$ cat src/rtl/mp_alu_seq.sv
// Multi-precision sequencer for the 8-bit ALU: runs one W-bit ADD/SUB/SL/SR as a chain of
// byte operations, passing SC_OUT of each byte into SC_IN of the next.
module mp_alu_seq #(
  parameter int unsigned NBYTES = 2
) (
  input  logic                  CLK,
  input  logic                  RST_N,
  input  logic                  start,
  input  logic [1:0]            cmd,
  input  logic [8*NBYTES-1:0]   op_a,
  input  logic [8*NBYTES-1:0]   op_b,
  input  logic                  shift_in,
  input  logic [7:0]            alu_out,
  input  logic                  alu_sc_out,
  output logic [3:0]            alu_op,
  output logic [7:0]            alu_acc,
  output logic [7:0]            alu_in,
  output logic                  alu_sc_in,
  output logic                  alu_reg_exe,
  output logic                  alu_imm_exe,
  output logic                  alu_reg_to_acc,
  output logic                  alu_acc_to_reg,
  output logic [8*NBYTES-1:0]   result,
  output logic                  carry,
  output logic                  zero,
  output logic                  busy,
  output logic                  done
);

  localparam int unsigned W    = 8 * NBYTES;
  localparam int unsigned IdxW = (NBYTES > 1) ? $clog2(NBYTES) : 1;
  localparam logic [IdxW-1:0] LastIdx = IdxW'(NBYTES - 1);
  localparam logic [IdxW-1:0] IdxOne  = IdxW'(1);

  typedef enum logic [1:0] {
    CmdAdd = 2'b00,
    CmdSub = 2'b01,
    CmdSl  = 2'b10,
    CmdSr  = 2'b11
  } cmd_e;

  typedef enum logic [3:0] {
    AluAdd = 4'h0,
    AluSub = 4'h1,
    AluSl  = 4'h2,
    AluSr  = 4'h3
  } alu_op_e;

  typedef enum logic [1:0] {
    StIdle,
    StExec,
    StDone
  } state_e;

  state_e          state_q, state_d;
  cmd_e            cmd_q, cmd_d;
  logic [W-1:0]    a_q, a_d;
  logic [W-1:0]    b_q, b_d;
  logic [IdxW-1:0] idx_q, idx_d;
  logic            cy_q, cy_d;
  logic [W-1:0]    result_q, result_d;
  logic            carry_q, carry_d;
  logic            zero_q, zero_d;
  logic            busy_q, busy_d;
  logic            done_q, done_d;

  logic [7:0]      a_byte;
  logic [7:0]      b_byte;
  logic            last_byte;

  assign a_byte = a_q[{idx_q, 3'b000} +: 8];
  assign b_byte = b_q[{idx_q, 3'b000} +: 8];

  // SR walks MSB to LSB, everything else LSB to MSB.
  assign last_byte = (cmd_q == CmdSr) ? (idx_q == '0) : (idx_q == LastIdx);

  always_comb begin
    state_d  = state_q;
    cmd_d    = cmd_q;
    a_d      = a_q;
    b_d      = b_q;
    idx_d    = idx_q;
    cy_d     = cy_q;
    result_d = result_q;
    carry_d  = carry_q;
    zero_d   = zero_q;

    unique case (state_q)
      StIdle, StDone: begin
        if (start) begin
          state_d = StExec;
          cmd_d   = cmd_e'(cmd);
          a_d     = op_a;
          b_d     = op_b;
          unique case (cmd_e'(cmd))
            CmdAdd: begin
              idx_d = '0;
              cy_d  = 1'b0;
            end
            CmdSub: begin
              idx_d = '0;
              cy_d  = 1'b1;
            end
            CmdSl: begin
              idx_d = '0;
              cy_d  = shift_in;
            end
            CmdSr: begin
              idx_d = LastIdx;
              cy_d  = shift_in;
            end
          endcase
        end else begin
          state_d = StIdle;
        end
      end
      StExec: begin
        result_d[{idx_q, 3'b000} +: 8] = alu_out;
        cy_d = alu_sc_out;
        if (last_byte) begin
          state_d = StDone;
          carry_d = alu_sc_out;
          zero_d  = (result_d == '0);
        end else begin
          idx_d = (cmd_q == CmdSr) ? (idx_q - IdxOne) : (idx_q + IdxOne);
        end
      end
      default: state_d = StIdle;
    endcase

    busy_d = (state_d == StExec);
    done_d = (state_d == StDone);
  end

  always_ff @(posedge CLK or negedge RST_N) begin
    if (!RST_N) begin
      state_q  <= StIdle;
      cmd_q    <= CmdAdd;
      a_q      <= '0;
      b_q      <= '0;
      idx_q    <= '0;
      cy_q     <= 1'b0;
      result_q <= '0;
      carry_q  <= 1'b0;
      zero_q   <= 1'b0;
      busy_q   <= 1'b0;
      done_q   <= 1'b0;
    end else begin
      state_q  <= state_d;
      cmd_q    <= cmd_d;
      a_q      <= a_d;
      b_q      <= b_d;
      idx_q    <= idx_d;
      cy_q     <= cy_d;
      result_q <= result_d;
      carry_q  <= carry_d;
      zero_q   <= zero_d;
      busy_q   <= busy_d;
      done_q   <= done_d;
    end
  end

  // SUB is issued as ADD of ~B with the carry chain seeded to 1.
  always_comb begin
    alu_op      = AluAdd;
    alu_acc     = 8'h00;
    alu_in      = 8'h00;
    alu_sc_in   = 1'b0;
    alu_reg_exe = 1'b0;
    if (state_q == StExec) begin
      alu_sc_in   = cy_q;
      alu_reg_exe = 1'b1;
      unique case (cmd_q)
        CmdAdd: begin
          alu_acc = a_byte;
          alu_in  = b_byte;
        end
        CmdSub: begin
          alu_acc = a_byte;
          alu_in  = ~b_byte;
        end
        CmdSl: begin
          alu_op = AluSl;
          alu_in = a_byte;
        end
        CmdSr: begin
          alu_op = AluSr;
          alu_in = a_byte;
        end
      endcase
    end
  end

  assign alu_imm_exe    = 1'b0;
  assign alu_reg_to_acc = 1'b0;
  assign alu_acc_to_reg = 1'b0;

  assign result = result_q;
  assign carry  = carry_q;
  assign zero   = zero_q;
  assign busy   = busy_q;
  assign done   = done_q;

  a_busy_done_excl: assert property (@(posedge CLK) disable iff (!RST_N) !(busy && done));
  a_no_sub_op:      assert property (@(posedge CLK) disable iff (!RST_N) alu_op != AluSub);

endmodule

$ cat config.mk
export PLATFORM = sky130hd
export DESIGN_NAME = mp_alu_seq
export DESIGN_NICKNAME = d
export VERILOG_FILES = /design/src/rtl/mp_alu_seq.sv
export SDC_FILE = /design/constraint.sdc
export NUM_CORES = 1
export LEC_CHECK = 0
export BUFFER_PORTS_ARGS = -buffer_cell sky130_fd_sc_hd__buf_2
export CORE_UTILIZATION = 56
export CTS_BUF_LIST = sky130_fd_sc_hd__clkbuf_4
export DETAILED_ROUTE_END_ITERATION = 10
export GPL_ROUTABILITY_DRIVEN = 0
export PLACE_DENSITY_LB_ADDON = 0.3
export SETUP_SLACK_MARGIN = 0.1
export SYNTH_ARGS = -nofsm -noshare
export SYNTH_HDL_FRONTEND = slang
export SYNTH_SLANG_ARGS = --single-unit
export TNS_END_PERCENT = 100
$ cat constraint.sdc
create_clock -name CLK -period 2.5 [get_ports CLK]
set_clock_uncertainty 0.15 [all_clocks]
set_input_delay 0.5 -clock CLK [delete_from_list [all_inputs] [get_ports CLK]]
set_output_delay 0.5 -clock CLK [all_outputs]
set_load 0.02 [all_outputs]
==> summary by stage, run 1 <==
Outcome
The run finished with clean final reports.

Logic synthesis
By area the synthesized netlist is led by dfrtp_1, mux2_2, mux2i_1. The cell area that synthesis handed to floorplanning was 0.00277 mm². dfrtp_1 takes more of the synthesized area than any other cell.

The multiplexer share of the synthesized area is 0.269. By area, the combinational part of the netlist is dominated by multiplexers. A synthesized cell averages 12.5 µm². The adder-cell share of the synthesized area is 0. Of the total synthesized cell area, the portion taken by XOR and XNOR cells is 0.0253. Counting flops and latches in the post-synthesis netlist gives 58. The complex-gate fraction of the synthesized area is 0.0484.

The netlist uses 38 different library cells. Synthesis produced a netlist whose cell count is 222. The sequential fraction of the synthesis area is 0.525.

The number of warnings reported in the yosys synthesis log is 0. Of the total synthesized cell area, the portion taken by AND, OR, NAND and NOR gates is 0.0946. Of the post-synthesis cell area, the dominant cell type holds 0.525.

Worst setup path
Of all nets on the critical path, the largest fanout is 6. Traced cell by cell, the critical path runs through buf_12, buf_4, mux2i_2, nor2_1, o21a_1, buf_2. The slowest stage of the critical path is the dfrtp_2 cell.

Together, buffers and inverters on the worst path number 3. The worst setup path is captured at an output port. STA classifies the critical path startpoint as a register. The dominant delay contributor by cell family on the critical path is flip-flops. The kind of critical path is reg2out.

At the worst endpoint, the required time is 1850 ps. STA puts the critical path data arrival time at 1790 ps. The worst stage delay on the critical path is 460 ps.

Floorplan
The floorplan step defined a die boundary enclosing 0.00522 mm². For this configuration, the core starts out at a cell density of 0.585. The floorplan has 25 rows.

The number of top-level pins is 92. The y dimension of the die is 72.3 µm. In this run the horizontal extent of the chip is 72.3 µm.

The floorplan core area is 0.00472 mm².

Power and ir drop
Dividing total power by cell area gives a power density of 1480 mW/mm². The static power due to leakage is 1.67 nW. The largest voltage drop on the vdd net is 1.03 mV.

Global routing
Summed over all layers, the global routing overflow is 0. met2 is the most crowded layer. The all-layer global routing usage is 0.252. The global-route wire length before repair is 9580 µm.

For met1 alone, demand over resource in global routing was 0.314. The initial antenna violation count came to 0. The largest net degree at the start of global routing is 44. The routing usage on met2 is 0.407. The number of global-route vias before repair is 2,001.

The met3 demand-to-capacity share in global routing is 0.0653.

Final layout
The area added between synthesis and finish is 29.5%. Summing all non-filler instances in the final layout gives an area of 0.00358 mm². The register area is 0.00145 mm². At the end of the flow, the number of nets in the layout was 370. The repair_antennas step left the layout with diodes totalling 0.

The layout filler cell count is 314. The ratio of cells with drive above 1 in the final layout is 0.560. In the final layout, the multi-input gates occupy 0.00129 mm².

Clocking
The clock tree from TritonCTS is done. The clock edge transition at the registers on the reported setup and hold paths is 100 ps. The clock tree buffer depth is 2. The H-tree was split into 3 levels. Counting the buffers created by CTS gives 9. The clock sink count is 58. The clock latency at the later pin of the worst-skew pair is 400 ps. Clock tree synthesis selected as its root buffer the cell clkbuf_4.

Detailed routing
For this run, design rule violations remaining after detail routing come to 0. The via density per instance is 5.35. The routed wirelength normalized by instance count is 15.8 µm.

The first TritonRoute pass finished after 4 iterations. The count of vias placed by the detailed router is 2,106. The count of routing violations after the opening detailed-route iteration is 82. The residual antenna-violating net count after detailed routing is 0. After detailed routing, the total wire length is 6210 µm.

STA
The max-slew violation total from the final report came to 0. The hold violation count in the final report is 0. The post-route fraction of the period consumed by the critical path is 0.977. The total of endpoints with negative setup slack in the final report is 0. Setup repair after global routing could not meet its margin everywhere.

The post-layout minimum cycle time is 2440 ps. After layout, the worst setup slack is 58.3 ps. For the pin with the worst max-slew slack, the measured transition is 586 ps. The worst-case headroom to the max-slew limit is 0.609. The highest clock frequency the design can meet is 410 MHz. The minimum hold slack is 167 ps.

Hold path
The type of the most critical hold path is in2reg.

Placed design
The placed instances occupy a cell area of 0.00329 mm². The placed wire-length estimate after detailed placement is 4280 µm. The setup slack after placement is 390 ps. The number of port buffers is 86.

Run
The max-cap violation count is 0.
## state kept, by name, summed over array words and instances, names as in the netlist
name and cells:
cy_q 1, a_q 16, done 1, busy 1, zero 1, cmd_q 2, state_q 2, b_q 16
carry 1, result 16, idx_q 1
## worst reg2reg max path, stage by stage, from the launching register on
cell,delay (ps)
dfrtp_1,730
nand3b_1,210
and2_1,240
nor2_2,120
mux2_2,340
## cell type report
| type | count | area share |
|---|---|---|
| Clock buffer | 10 | 0.0210 |
| Clock inverter | 5 | 0.00629 |
| Inverter | 2 | 0.00210 |
| Multi-Input combinational cell | 150 | 0.361 |
| Sequential cell | 58 | 0.406 |
| Tap cell | 67 | 0.0234 |
| Timing Repair Buffer | 102 | 0.181 |
## report_power, final
part	internal (mW)	leakage, nW	switching [mW]	total (mW)
clock network	0.197	0.0524	0.341	0.538
logic	1.46	0.933	1.50	2.95
registers	1.42	0.684	0.377	1.79
total	3.07	1.67	2.22	5.28
## path summary, 6_finish.rpt
kind	from	endpoint	slack, ps	cells after the start
max	idx_q$_DFFE_PN0P_	alu_in[2]	60	6
max reg2reg	cmd_q[0]$_DFFE_PN0N_	carry$_DFFE_PN0P_	600	4
min reg2reg	b_q[10]$_DFFE_PN0N_	b_q[10]$_DFFE_PN0N_	360	1
min in group asynchronous	RST_N	busy$_DFF_PN0_	390	2
min	alu_sc_out	cy_q$_DFFE_PN0P_	170	3
max in group asynchronous	RST_N	result[5]$_DFFE_PN0P_	1260	3
## through the flow
| step | utilization | total power, mW | setup TNS [ps] | cells |
|---|---|---|---|---|
| 6_report | 0.758 | 5.28 | 0 | 394 |
| 5_1_grt | 0.758 | 5.59 | -18.9 | 394 |
| 4_1_cts | 0.728 | 4.95 | 0 | 389 |
| 3_5_place_dp | 0.696 | 4.34 | 0 | 370 |
| 3_3_place_gp | 0.696 | 4.27 | 0 | 370 |
| 2_1_floorplan | - | 3.56 | 0 | 226 |
## synthesized netlist by cell type, drive strengths merged
cell type  number
conb            1
a41oi           1
xor2            7
nor4bb          1
nand2           6
mux2           50
xnor2           1
nor4b           1
clkinv          2
a211oi          2
nor2b           2
nor3            3
clkbuf          2
nand3b          1
and3            1
nor3b           1
and4            1
nor4            1
a31o            2
a21bo           1
a21oi           1
nand4           1
o21ai           5
nor2           26
and2            2
or4             2
or2b            1
dfrtp          58
o21a            7
buf            14
mux2i          18
## what timing repair did
| item | 4_1_cts | 5_1_grt |
|---|---|---|
| buffers inserted | 3 | 4 |
| endpoints found under the setup margin | 16 | 18 |
| hold buffers | 1 | 0 |
| pin swaps | 1 | 5 |
| gates resized for setup | 6 | 24 |
| hold endpoints to repair | 15 | 0 |
| gates cloned | 0 | 1 |
## cells by family after synthesis
group | Yosys count
muxes | 68
DFF | 58
and+or+nand+nor | 50
AOI/OAI and AO/OA | 19
buffers and inverters | 18
xor gates and xnor gates | 8
other | 1
## metal layers
metal	share of wire	wire [µm]
met1	0.42	2590
met2	0.50	3120
met5	0	0
met4	0.022	138
met3	0.058	358
## cells in the final DEF (no fill, tap or decap), types with 2 or more instances in the layout
master,count
a31o_2,2
and2_1,2
buf_12,3
buf_2,79
buf_4,13
buf_6,4
clkbuf_4,10
clkinv_1,6
conb_1,5
dfrtp_1,57
mux2_2,50
mux2i_1,10
mux2i_2,6
mux2i_4,2
nand2_1,4
nand2_2,2
nor2_1,24
nor2_2,2
nor3_1,2
o21a_1,7
o21ai_0,4
xor2_1,7
Note: power is estimated with default switching activity, not from simulation.
==> inputs of run 2 (changes only) <==
==> constraint.sdc (replaced) <==
create_clock -name CLK -period 2.5 [get_ports CLK]
set_clock_uncertainty 0.15 [all_clocks]
set_input_delay 0.125 -clock CLK [delete_from_list [all_inputs] [get_ports CLK]]
set_output_delay 0.125 -clock CLK [all_outputs]
set_load 0.02 [all_outputs]
==> run 2 against run 1 <==
Routed wire length rose by 2.8%. Die area did not move. Worst setup slack improved by 180 ps. Design area rose by 7.0%. Final cell count rose by 8.4%. Clock power rose by 19%. Sequential share of layout area fell by 2.6 points. Sequential power barely moved. Count of clock-buffer cells in the layout rose by 1. First-iteration DRC count rose by 57%.
==> summary by stage, run 2 (same netlist as run 1, synthesis figures left out) <==
Detailed routing
The DRC violations left is 0. Using the TritonRoute via totals, the vias-per-cell ratio works out to 5.13. The final layout contains routed wiring with a total length of 6380 µm.

Once detail routing completed, the nets flagged for antenna violations numbered 0. Detailed routing inserted a total of 2,191 vias. The count of routing violations after the opening detailed-route iteration is 129.

The first detailed-routing pass took 4 iterations. In the final routed layout, each cell accounts on average for 14.9 µm.

Power and ir drop
In this run the static leakage power is 1.80 nW. VDD sags by at most 1.01 mV. For this design the ratio of total power to cell area is 1310 mW/mm².

STA
The max-slew violation total from the final report is 0. The hold violation count in the final report is 0. The post-route fraction of the period consumed by the critical path is 0.903.

The setup TNS is 0 ps. Setup repair after global routing left no endpoint under its margin. Setup violations remaining at the end of the flow were counted as 0.

The worst-case headroom to the max-slew limit is 0.528. For the finished layout, the period the worst path requires is 2260 ps. The highest clock frequency the design can meet is 443 MHz.

On the final layout, the worst hold slack is 53.1 ps. At the pin with the least slew margin, the transition time is 708 ps.

Placed design
In this run the tool buffered the top-level ports with 86 buffer cells. The placed wire-length estimate after detailed placement is 3990 µm.

Global routing
The first global-routing pass estimated 10,300 µm of wire. The largest net degree at the start of global routing is 59. The number of global-route vias before repair is 2,235. The all-layer global routing usage is 0.268. The initial antenna violation count is 0. The total congestion overflow is 0.

Floorplan
In this run the horizontal extent of the chip is 72.3 µm. The die covers 0.00522 mm². The initialized floorplan defines 25 standard-cell rows. For this configuration, the core starts out at a cell density of 0.585. The number of top-level pins is 92.

The floorplan core area is 0.00472 mm². The y dimension of the die is 72.3 µm.

Final layout
In the final design database the tool counted 403 nets. Fill cells in the final layout number 286. The multi-input combinational cells in the finished layout cover a total of 0.00124 mm². The most frequent standard cell in the layout excluding fill and tap cells is buf_2. Across the whole layout, storage elements account for 0.00145 mm². In the layout the commonest cells are buf_2, dfrtp_1, mux2_2.

The antenna diode count is 0. In the final layout, the share of cells above drive strength 1 is 0.464. The area growth from synthesis to layout is 38.6%.

Run
The max-cap violation count is 0.

Clocking
Clock tree synthesis inserted a total of 9 buffers. The total setup buffers inserted after CTS is 0. CTS built an H-tree with a depth of 3. The clock tree buffer depth is 2.

The tree is rooted in a clkbuf_4. The clock sink count is 58. The clock tree from TritonCTS is done. The clock edge transition at the registers on the reported setup and hold paths is 90 ps. The clock latency at the later pin of the worst-skew pair is 380 ps.

Worst setup path
The critical path launch point type is a register. STA classifies the critical path endpoint as an output port. The critical path arrival is 1980 ps. At the worst endpoint, the required time is 2230 ps. The peak fanout along the critical path is 16. The setup path with the least slack is of type reg2out.

Outcome
The flow ran to the end, and the final reports show no timing, DRC or antenna violations.

Hold path
The path class of the tightest hold or removal check is in2reg.
## run 2: area by class of cell
class | instances | share of cell area
timing repair buffer | 135 | 0.240
clock inverter | 4 | 0.0114
sequential | 58 | 0.379
inverter | 2 | 0.00294
clock buffer | 11 | 0.0215
multi-input combinational | 150 | 0.323
tap | 67 | 0.0219
## run 2: repair_timing
action	in CTS	in global routing
resized for setup	1	2
hold buffers	44	0
setup endpoints to repair	8	8
hold endpoints to repair	111	0
## run 2: layer usage
| metal | vias to the layer above | global-route usage | share of wire |
|---|---|---|---|
| met5 | - | 0 | 0 |
| met4 | 0 | 0.126 | 0.0088 |
| met3 | 7 | 0.0542 | 0.037 |
| met2 | 73 | 0.457 | 0.52 |
| met1 | 1076 | 0.327 | 0.44 |
| li1 | 1035 | - | - |
## run 2: report_power, final
group | total, mW | internal [mW] | switching, mW
Sequential | 1.82 | 1.41 | 0.403
Clock | 0.642 | 0.317 | 0.325
Combinational | 2.55 | 1.19 | 1.36
Total | 5.01 | 2.92 | 2.09
## run 2: final timing paths
path                                     startpoint                  end  slack [ps]  depth (start not counted)
worst max-delay path              idx_q$_DFFE_PN0P_            alu_in[7]         240                          5
worst min-delay path                       shift_in     cy_q$_DFFE_PN0P_          50                          5
worst max register to register    idx_q$_DFFE_PN0P_    carry$_DFFE_PN0P_         550                          5
worst min register to register  b_q[12]$_DFFE_PN0N_  b_q[12]$_DFFE_PN0N_         370                          1
max in group asynchronous                     RST_N    idx_q$_DFFE_PN0P_        1430                          3
min in group asynchronous                     RST_N   a_q[6]$_DFFE_PN0N_         250                          3
## run 2: critical path: stages, from the launching register on
cell and delay (ps):
dfrtp_2 610, mux2i_1 280, xnor2_1 140, nor2_1 50, a211oi_1 290, buf_2 230
## run 2: through the flow
step / setup WS, ps / std cells / area, µm² / util / total power, mW
floorplan: 647 / 226 / 2780 / - / 3.56
global placement: 448 / 368 / 3260 / 0.690 / 4.23
detailed placement: 395 / 368 / 3260 / 0.690 / 4.29
CTS: 166 / 427 / 3830 / 0.810 / 4.98
global route: 127 / 427 / 3830 / 0.811 / 5.33
finish: 242 / 427 / 3830 / 0.811 / 5.01
